File: config.mk
export PLATFORM = sky130hd
export DESIGN_NAME = regbus_rr_arbiter
export DESIGN_NICKNAME = d
export VERILOG_FILES = /design/src/rtl/regbus_rr_arbiter.sv
export SDC_FILE = /design/constraint.sdc
export NUM_CORES = 1
export LEC_CHECK = 0
export ABC_AREA = 1
export BUFFER_PORTS_ARGS = -buffer_cell sky130_fd_sc_hd__buf_2
export CAP_MARGIN = 0
export CELL_PAD_IN_SITES_DETAIL_PLACEMENT = 1
export CELL_PAD_IN_SITES_GLOBAL_PLACEMENT = 1
export CORE_MARGIN = 2
export CORE_UTILIZATION = 25
export DETAILED_ROUTE_END_ITERATION = 7
export PLACE_DENSITY_LB_ADDON = 0.25
export SLEW_MARGIN = 20
export SYNTH_ARGS = -nofsm -noshare
export SYNTH_HDL_FRONTEND = slang
export SYNTH_SLANG_ARGS = --single-unit
File: constraint.sdc
create_clock -name clk -period 3.28 [get_ports clk]
set_clock_uncertainty 0.1 [all_clocks]
set_input_delay 0.82 -clock clk [delete_from_list [all_inputs] [get_ports clk]]
set_output_delay 0.82 -clock clk [all_outputs]
set_load 0.02 [all_outputs]
File: src/rtl/regbus_rr_arbiter.sv
`default_nettype none
// ============================================================================
// Module   : regbus_rr_arbiter
// Brief    : Round-robin arbiter sharing one internal register bus between
//            N_REQ requesters. Serialises one transaction at a time, drives
//            one-cycle registered strobes, collects read data after RD_LAT
//            cycles and returns a one-cycle response pulse to the requester.
// Revision : 1.0 - initial release
// ============================================================================
module regbus_rr_arbiter #(
  parameter int N_REQ      = 2,
  parameter int ADDR_WIDTH = 16,
  parameter int DATA_WIDTH = 32,
  parameter int RD_LAT     = 2
) (
  input  logic                          clk,
  input  logic                          reset,
  input  logic [N_REQ-1:0]              req_valid,
  input  logic [N_REQ-1:0]              req_we,
  input  logic [N_REQ*ADDR_WIDTH-1:0]   req_addr,
  input  logic [N_REQ*DATA_WIDTH-1:0]   req_wdata,
  output logic [N_REQ-1:0]              req_ready,
  output logic [N_REQ-1:0]              rsp_valid,
  output logic [DATA_WIDTH-1:0]         rsp_rdata,
  output logic [ADDR_WIDTH-1:0]         bus_addr,
  output logic [DATA_WIDTH-1:0]         bus_wdata,
  output logic                          bus_wr_en,
  output logic                          bus_rd_en,
  input  logic [DATA_WIDTH-1:0]         bus_rdata,
  output logic [$clog2(N_REQ)-1:0]      grant_id,
  output logic                          busy
);

  localparam int                ID_W      = $clog2(N_REQ);
  localparam int                CNT_W     = 3;
  localparam logic [CNT_W-1:0]  CNT_LOAD  = CNT_W'(RD_LAT - 1);
  localparam logic [ID_W:0]     N_REQ_EXT = (ID_W+1)'(N_REQ);
  localparam logic [ID_W-1:0]   LAST_ID   = ID_W'(N_REQ - 1);

  typedef enum logic [1:0] {
    IDLE   = 2'd0,
    STROBE = 2'd1,
    WAIT   = 2'd2,
    RESP   = 2'd3
  } state_t;

  state_t                  state_q, state_d;
  logic [ID_W-1:0]         rr_ptr_q, rr_ptr_d;
  logic [ID_W-1:0]         grant_id_q, grant_id_d;
  logic                    we_q, we_d;
  logic [CNT_W-1:0]        cnt_q, cnt_d;
  logic [N_REQ-1:0]        req_ready_q, req_ready_d;
  logic [N_REQ-1:0]        rsp_valid_q, rsp_valid_d;
  logic [DATA_WIDTH-1:0]   rsp_rdata_q, rsp_rdata_d;
  logic [ADDR_WIDTH-1:0]   bus_addr_q, bus_addr_d;
  logic [DATA_WIDTH-1:0]   bus_wdata_q, bus_wdata_d;
  logic                    bus_wr_en_q, bus_wr_en_d;
  logic                    bus_rd_en_q, bus_rd_en_d;
  logic                    busy_q, busy_d;

  logic                    arb_found;
  logic [ID_W-1:0]         arb_idx;
  logic [ID_W:0]           arb_pos;
  logic [ADDR_WIDTH-1:0]   sel_addr;
  logic [DATA_WIDTH-1:0]   sel_wdata;

  // Pick the first pending requester searching cyclically upward from rr_ptr.
  always_comb begin
    arb_found = 1'b0;
    arb_idx   = '0;
    arb_pos   = '0;
    for (int k = 0; k < N_REQ; k++) begin
      arb_pos = {1'b0, rr_ptr_q} + (ID_W+1)'(k);
      if (arb_pos >= N_REQ_EXT) begin
        arb_pos = arb_pos - N_REQ_EXT;
      end
      if (!arb_found && req_valid[arb_pos[ID_W-1:0]]) begin
        arb_found = 1'b1;
        arb_idx   = arb_pos[ID_W-1:0];
      end
    end
  end

  assign sel_addr  = req_addr[arb_idx*ADDR_WIDTH +: ADDR_WIDTH];
  assign sel_wdata = req_wdata[arb_idx*DATA_WIDTH +: DATA_WIDTH];

  // Next-state and next-output logic; every output is computed one cycle
  // ahead so that the registered copy lines up with the state it belongs to.
  always_comb begin
    state_d     = state_q;
    rr_ptr_d    = rr_ptr_q;
    grant_id_d  = grant_id_q;
    we_d        = we_q;
    cnt_d       = cnt_q;
    req_ready_d = '0;
    rsp_valid_d = '0;
    rsp_rdata_d = rsp_rdata_q;
    bus_addr_d  = '0;
    bus_wdata_d = '0;
    bus_wr_en_d = 1'b0;
    bus_rd_en_d = 1'b0;

    case (state_q)
      IDLE: begin
        if (arb_found) begin
          grant_id_d           = arb_idx;
          we_d                 = req_we[arb_idx];
          bus_addr_d           = sel_addr;
          bus_wdata_d          = sel_wdata;
          bus_wr_en_d          = req_we[arb_idx];
          bus_rd_en_d          = !req_we[arb_idx];
          req_ready_d[arb_idx] = 1'b1;
          state_d              = STROBE;
        end
      end
      STROBE: begin
        // The requester just served drops to lowest priority.
        rr_ptr_d = (grant_id_q == LAST_ID) ? '0 : grant_id_q + 1'b1;
        if (we_q) begin
          rsp_valid_d[grant_id_q] = 1'b1;
          state_d                 = RESP;
        end else begin
          cnt_d   = CNT_LOAD;
          state_d = WAIT;
        end
      end
      WAIT: begin
        if (cnt_q == '0) begin
          rsp_rdata_d             = bus_rdata;
          rsp_valid_d[grant_id_q] = 1'b1;
          state_d                 = RESP;
        end else begin
          cnt_d = cnt_q - 1'b1;
        end
      end
      RESP: begin
        state_d = IDLE;
      end
      default: begin
        state_d = IDLE;
      end
    endcase

    busy_d = (state_d != IDLE);
  end

  // State and output registers; reset aborts any transaction immediately.
  always_ff @(posedge clk or posedge reset) begin
    if (reset) begin
      state_q     <= IDLE;
      rr_ptr_q    <= '0;
      grant_id_q  <= '0;
      we_q        <= 1'b0;
      cnt_q       <= '0;
      req_ready_q <= '0;
      rsp_valid_q <= '0;
      rsp_rdata_q <= '0;
      bus_addr_q  <= '0;
      bus_wdata_q <= '0;
      bus_wr_en_q <= 1'b0;
      bus_rd_en_q <= 1'b0;
      busy_q      <= 1'b0;
    end else begin
      state_q     <= state_d;
      rr_ptr_q    <= rr_ptr_d;
      grant_id_q  <= grant_id_d;
      we_q        <= we_d;
      cnt_q       <= cnt_d;
      req_ready_q <= req_ready_d;
      rsp_valid_q <= rsp_valid_d;
      rsp_rdata_q <= rsp_rdata_d;
      bus_addr_q  <= bus_addr_d;
      bus_wdata_q <= bus_wdata_d;
      bus_wr_en_q <= bus_wr_en_d;
      bus_rd_en_q <= bus_rd_en_d;
      busy_q      <= busy_d;
    end
  end

  assign req_ready = req_ready_q;
  assign rsp_valid = rsp_valid_q;
  assign rsp_rdata = rsp_rdata_q;
  assign bus_addr  = bus_addr_q;
  assign bus_wdata = bus_wdata_q;
  assign bus_wr_en = bus_wr_en_q;
  assign bus_rd_en = bus_rd_en_q;
  assign grant_id  = grant_id_q;
  assign busy      = busy_q;

endmodule
`default_nettype wire
==> results by stage <==
Finish:
- The finished cells cover 0.00532 sq mm.
- For this run, the post-layout net count is 774.
- The sequential cells in the finished layout cover a total of 0.00238 sq mm.
- From synthesis to final layout, the design area changed by 41.2%.
- The filler cell count in the final layout is 1821.
- The final core area utilization is 36.3%.
- In the final layout, the share of cells above drive strength 1 is 38.6%.
- In the final layout, the multi-input gates occupy 0.00108 sq mm.
- The number of antenna diodes in the final layout is 0.

Clock tree:
- The number of buffers inserted for hold repair after clock tree synthesis is 0.
- Counting the buffers created by CTS gives 9.
- The H-tree generated during clock tree synthesis spans 3 levels.
- The root buffer cell chosen for the clock tree is clkbuf_16.
- The maximum buffer depth of the clock tree is 2.
- The clock drives 95 sinks.
- The CTS tree is yes.
- The number of gates resized after cts is 0.
- The clock edge transition at the registers on the reported setup and hold paths is 0.07 ns.
- The clock insertion delay at the later pin of the skew report is 0.34 ns.
- Buffers added to address setup during post-CTS repair amount to 0.

Routing:
- The number of remaining DRC errors is 0.
- After detailed routing, the total wire length is 11400 microns.
- The remaining antenna violation count after routing is 0.
- For this block, the via count after detailed routing is 3454.
- The first-pass detailed-route iteration total is 4.
- The average via count per standard cell is 4.19.
- After detailed routing, the average wire length per cell comes to 13.9 microns.
- The count of routing violations after the opening detailed-route iteration is 134.

Synthesis:
- The number of instances in the synthesized netlist is 416.
- Summing every instance area after synthesis gives 0.00377 sq mm.
- Counting instances in the post-synthesis netlist gives the leading cell types as nand2_1, dfrtp_1, inv_1.
- The netlist uses 20 different library cells.
- In the synthesized netlist the async set-or-reset flop fraction comes to 100%.
- In this run, synthesis inferred 0 flip-flops with an integrated enable.
- The most area-hungry cell type in the Yosys netlist is dfrtp_1.
- After synthesis the netlist holds a flip-flop and latch count of 95.
- The area share of the leading cell type in the synthesized netlist is 63.1%.
- In this run the mean area of a mapped cell was 9.06 sq um.
- The most used flip-flop cell after synthesis is dfrtp_1.
- The post-synth net total is 555.
- The number of synthesis warnings is 0.
- By area the synthesized netlist is led by dfrtp_1, nand2_1, inv_1.
- Yosys instantiated no cell more often than nand2_1.
- Of the synthesized area, sequential elements account for 63.1%.

Floorplanning:
- For this configuration, the core starts out at a cell density of 25.7%.
- The horizontal extent of the die is 127 microns.
- The area of the placeable core is 0.0146 sq mm.
- The overall die area is 0.0161 sq mm.
- The die extent in y is 127 microns.
- The I/O pin total is 222.
- The number of standard-cell rows in the floorplan is 44.

Timing:
- Static timing analysis puts the maximum clock frequency at 494 MHz.
- For the final routed database, the setup TNS stands at 0 ns.
- The hold violation count in the final report is 0.
- Of the available clock period, the critical path in the final layout requires 61.7%.
- The final critical path time including I/O delays and setup is 2.02 ns.
- Setup violations remaining at the end of the flow were counted as 0.
- The transition time at the pin with the least slew margin is 0.805 ns.
- The max-slew violation count is 0.
- The max-slew headroom at the worst pin is 46.3%.
- Setup repair after global routing left no endpoint under its margin.

Global routing:
- The sum of overflow across all layers after global routing is 0.
- The pin count of the biggest net entering global routing is 65.
- The via count of the first global-routing pass is 3715.
- The global-route wire length before repair is 18400 microns.
- The number of antenna violations at the first check in global routing is 1.
- The all-layer global routing usage is 14.6%.

Critical path:
- The worst setup path is launched from a flip-flop.
- Setup slack on the worst reg-to-reg path comes out at 1.26 ns.
- The maximum net fanout on the critical path is 49.
- The setup path with the least slack is of type flip-flop to flip-flop.
- At the worst endpoint, the required time is 3.46 ns.
- The capture instance of the worst register-to-register path is bus_addr[15].
- The worst setup path is captured at a flip-flop.
- Data arrives at the worst endpoint at 2.20 ns.
- The depth of the worst register-to-register path is 8.
- The launch point of the worst reg-to-reg path is state_q[0].

Power and ir drop:
- The leakage power summed over all cells is 0.00326 uW.
- The worst ir drop on vdd is 0.250 mV.
- Power spread over the standard cell area amounts to 862 mW/mm^2.

Place:
- The cell area after placement is 0.00504 sq mm.
- Detailed placement ended at an HPWL of 8620 microns.
- The count of buffers added on input and output ports is 221.
- The congestion estimate from routability-driven global placement came to 0.701.

Run status:
- The flow ran to the end, and the final reports show no timing, DRC or antenna violations.

Run:
- The tool flagged a number of max-cap violations equal to 0.

Min path:
- The min-delay analysis places its worst path in the category input pin to async pin.
## flip-flops by register name (all words and copies together) (netlist names)
name	count
rsp_rdata	32
rsp_valid	2
bus_wdata	32
rr_ptr_q	1
req_ready	2
grant_id	1
state_q	2
bus_addr	16
busy	1
bus_wr_en	1
we_q	1
cnt_q	3
bus_rd_en	1
## layer usage
layer | track usage, % | up-vias | share of wire [%]
met4 | 6.46 | 2 | 2.8
met1 | 17.9 | 1574 | 42
li1 | - | 1683 | -
met5 | 0 | - | 0.096
met2 | 22.7 | 173 | 45
met3 | 6.03 | 22 | 10
## through the flow
step	power [uW]	cells	setup WS [ns]	hold slack, ns
final	4590	824	1.26	0.276
after global routing	4960	824	1.00	0.269
after CTS	4680	824	1.20	0.262
after detailed placement	3650	808	1.03	0.368
after global placement	3590	808	1.09	0.365
after floorplan	2980	416	1.24	0.350
## worst max path at each step
stage,start,end,slack (ns),cells after the start
after floorplan,reset,bus_addr[0],1.24,1
after global placement,req_valid[0],bus_addr[2],1.09,7
after detailed placement,req_valid[0],bus_addr[11],1.03,7
after CTS,state_q[0],bus_addr[15],1.20,8
after global routing,state_q[0],bus_wdata[5],1.00,8
final,state_q[0],bus_addr[15],1.26,8
## cell families after synthesis
group           synth area share (%)
buf+inv                         8.27
flops                           63.1
fa+ha+maj                       1.66
simple gates                    21.8
compound gates                  5.18
## critical path, stage by stage (launching register included)
cell and delay [ns]:
dfrtp_1 0.40, inv_1 0.12, ha_1 0.23, inv_2 0.09, nor2_4 0.13, nand2_1 0.07, inv_2 0.59, nand2_1 0.12
nand2_1 0.10
## cells in the final DEF (no fill, tap or decap), drive strengths merged, types with 2 or more instances in the layout
cell type,instances
nor2,5
clkinv,2
ha,5
o21ai,37
inv,51
clkbuf,12
buf,225
nand2,196
clkinvlp,2
dfrtp,95
nand3,7
a21oi,2
## report_power, final
part	switching [uW]	internal (uW)	total (uW)
sequential	171	1590	1760
clock	454	539	993
combinational	1250	582	1830
total	1870	2710	4590
## cell type report
| class | instances | share of cell area, % |
|---|---|---|
| Clock buffer | 12 | 4.63 |
| Clock inverter | 4 | 0.564 |
| Inverter | 51 | 3.67 |
| Multi-Input combinational cell | 253 | 20.3 |
| Sequential cell | 95 | 44.7 |
| Tap cell | 184 | 4.33 |
| Timing Repair Buffer | 225 | 21.8 |
(Power assumes the default switching activity.)
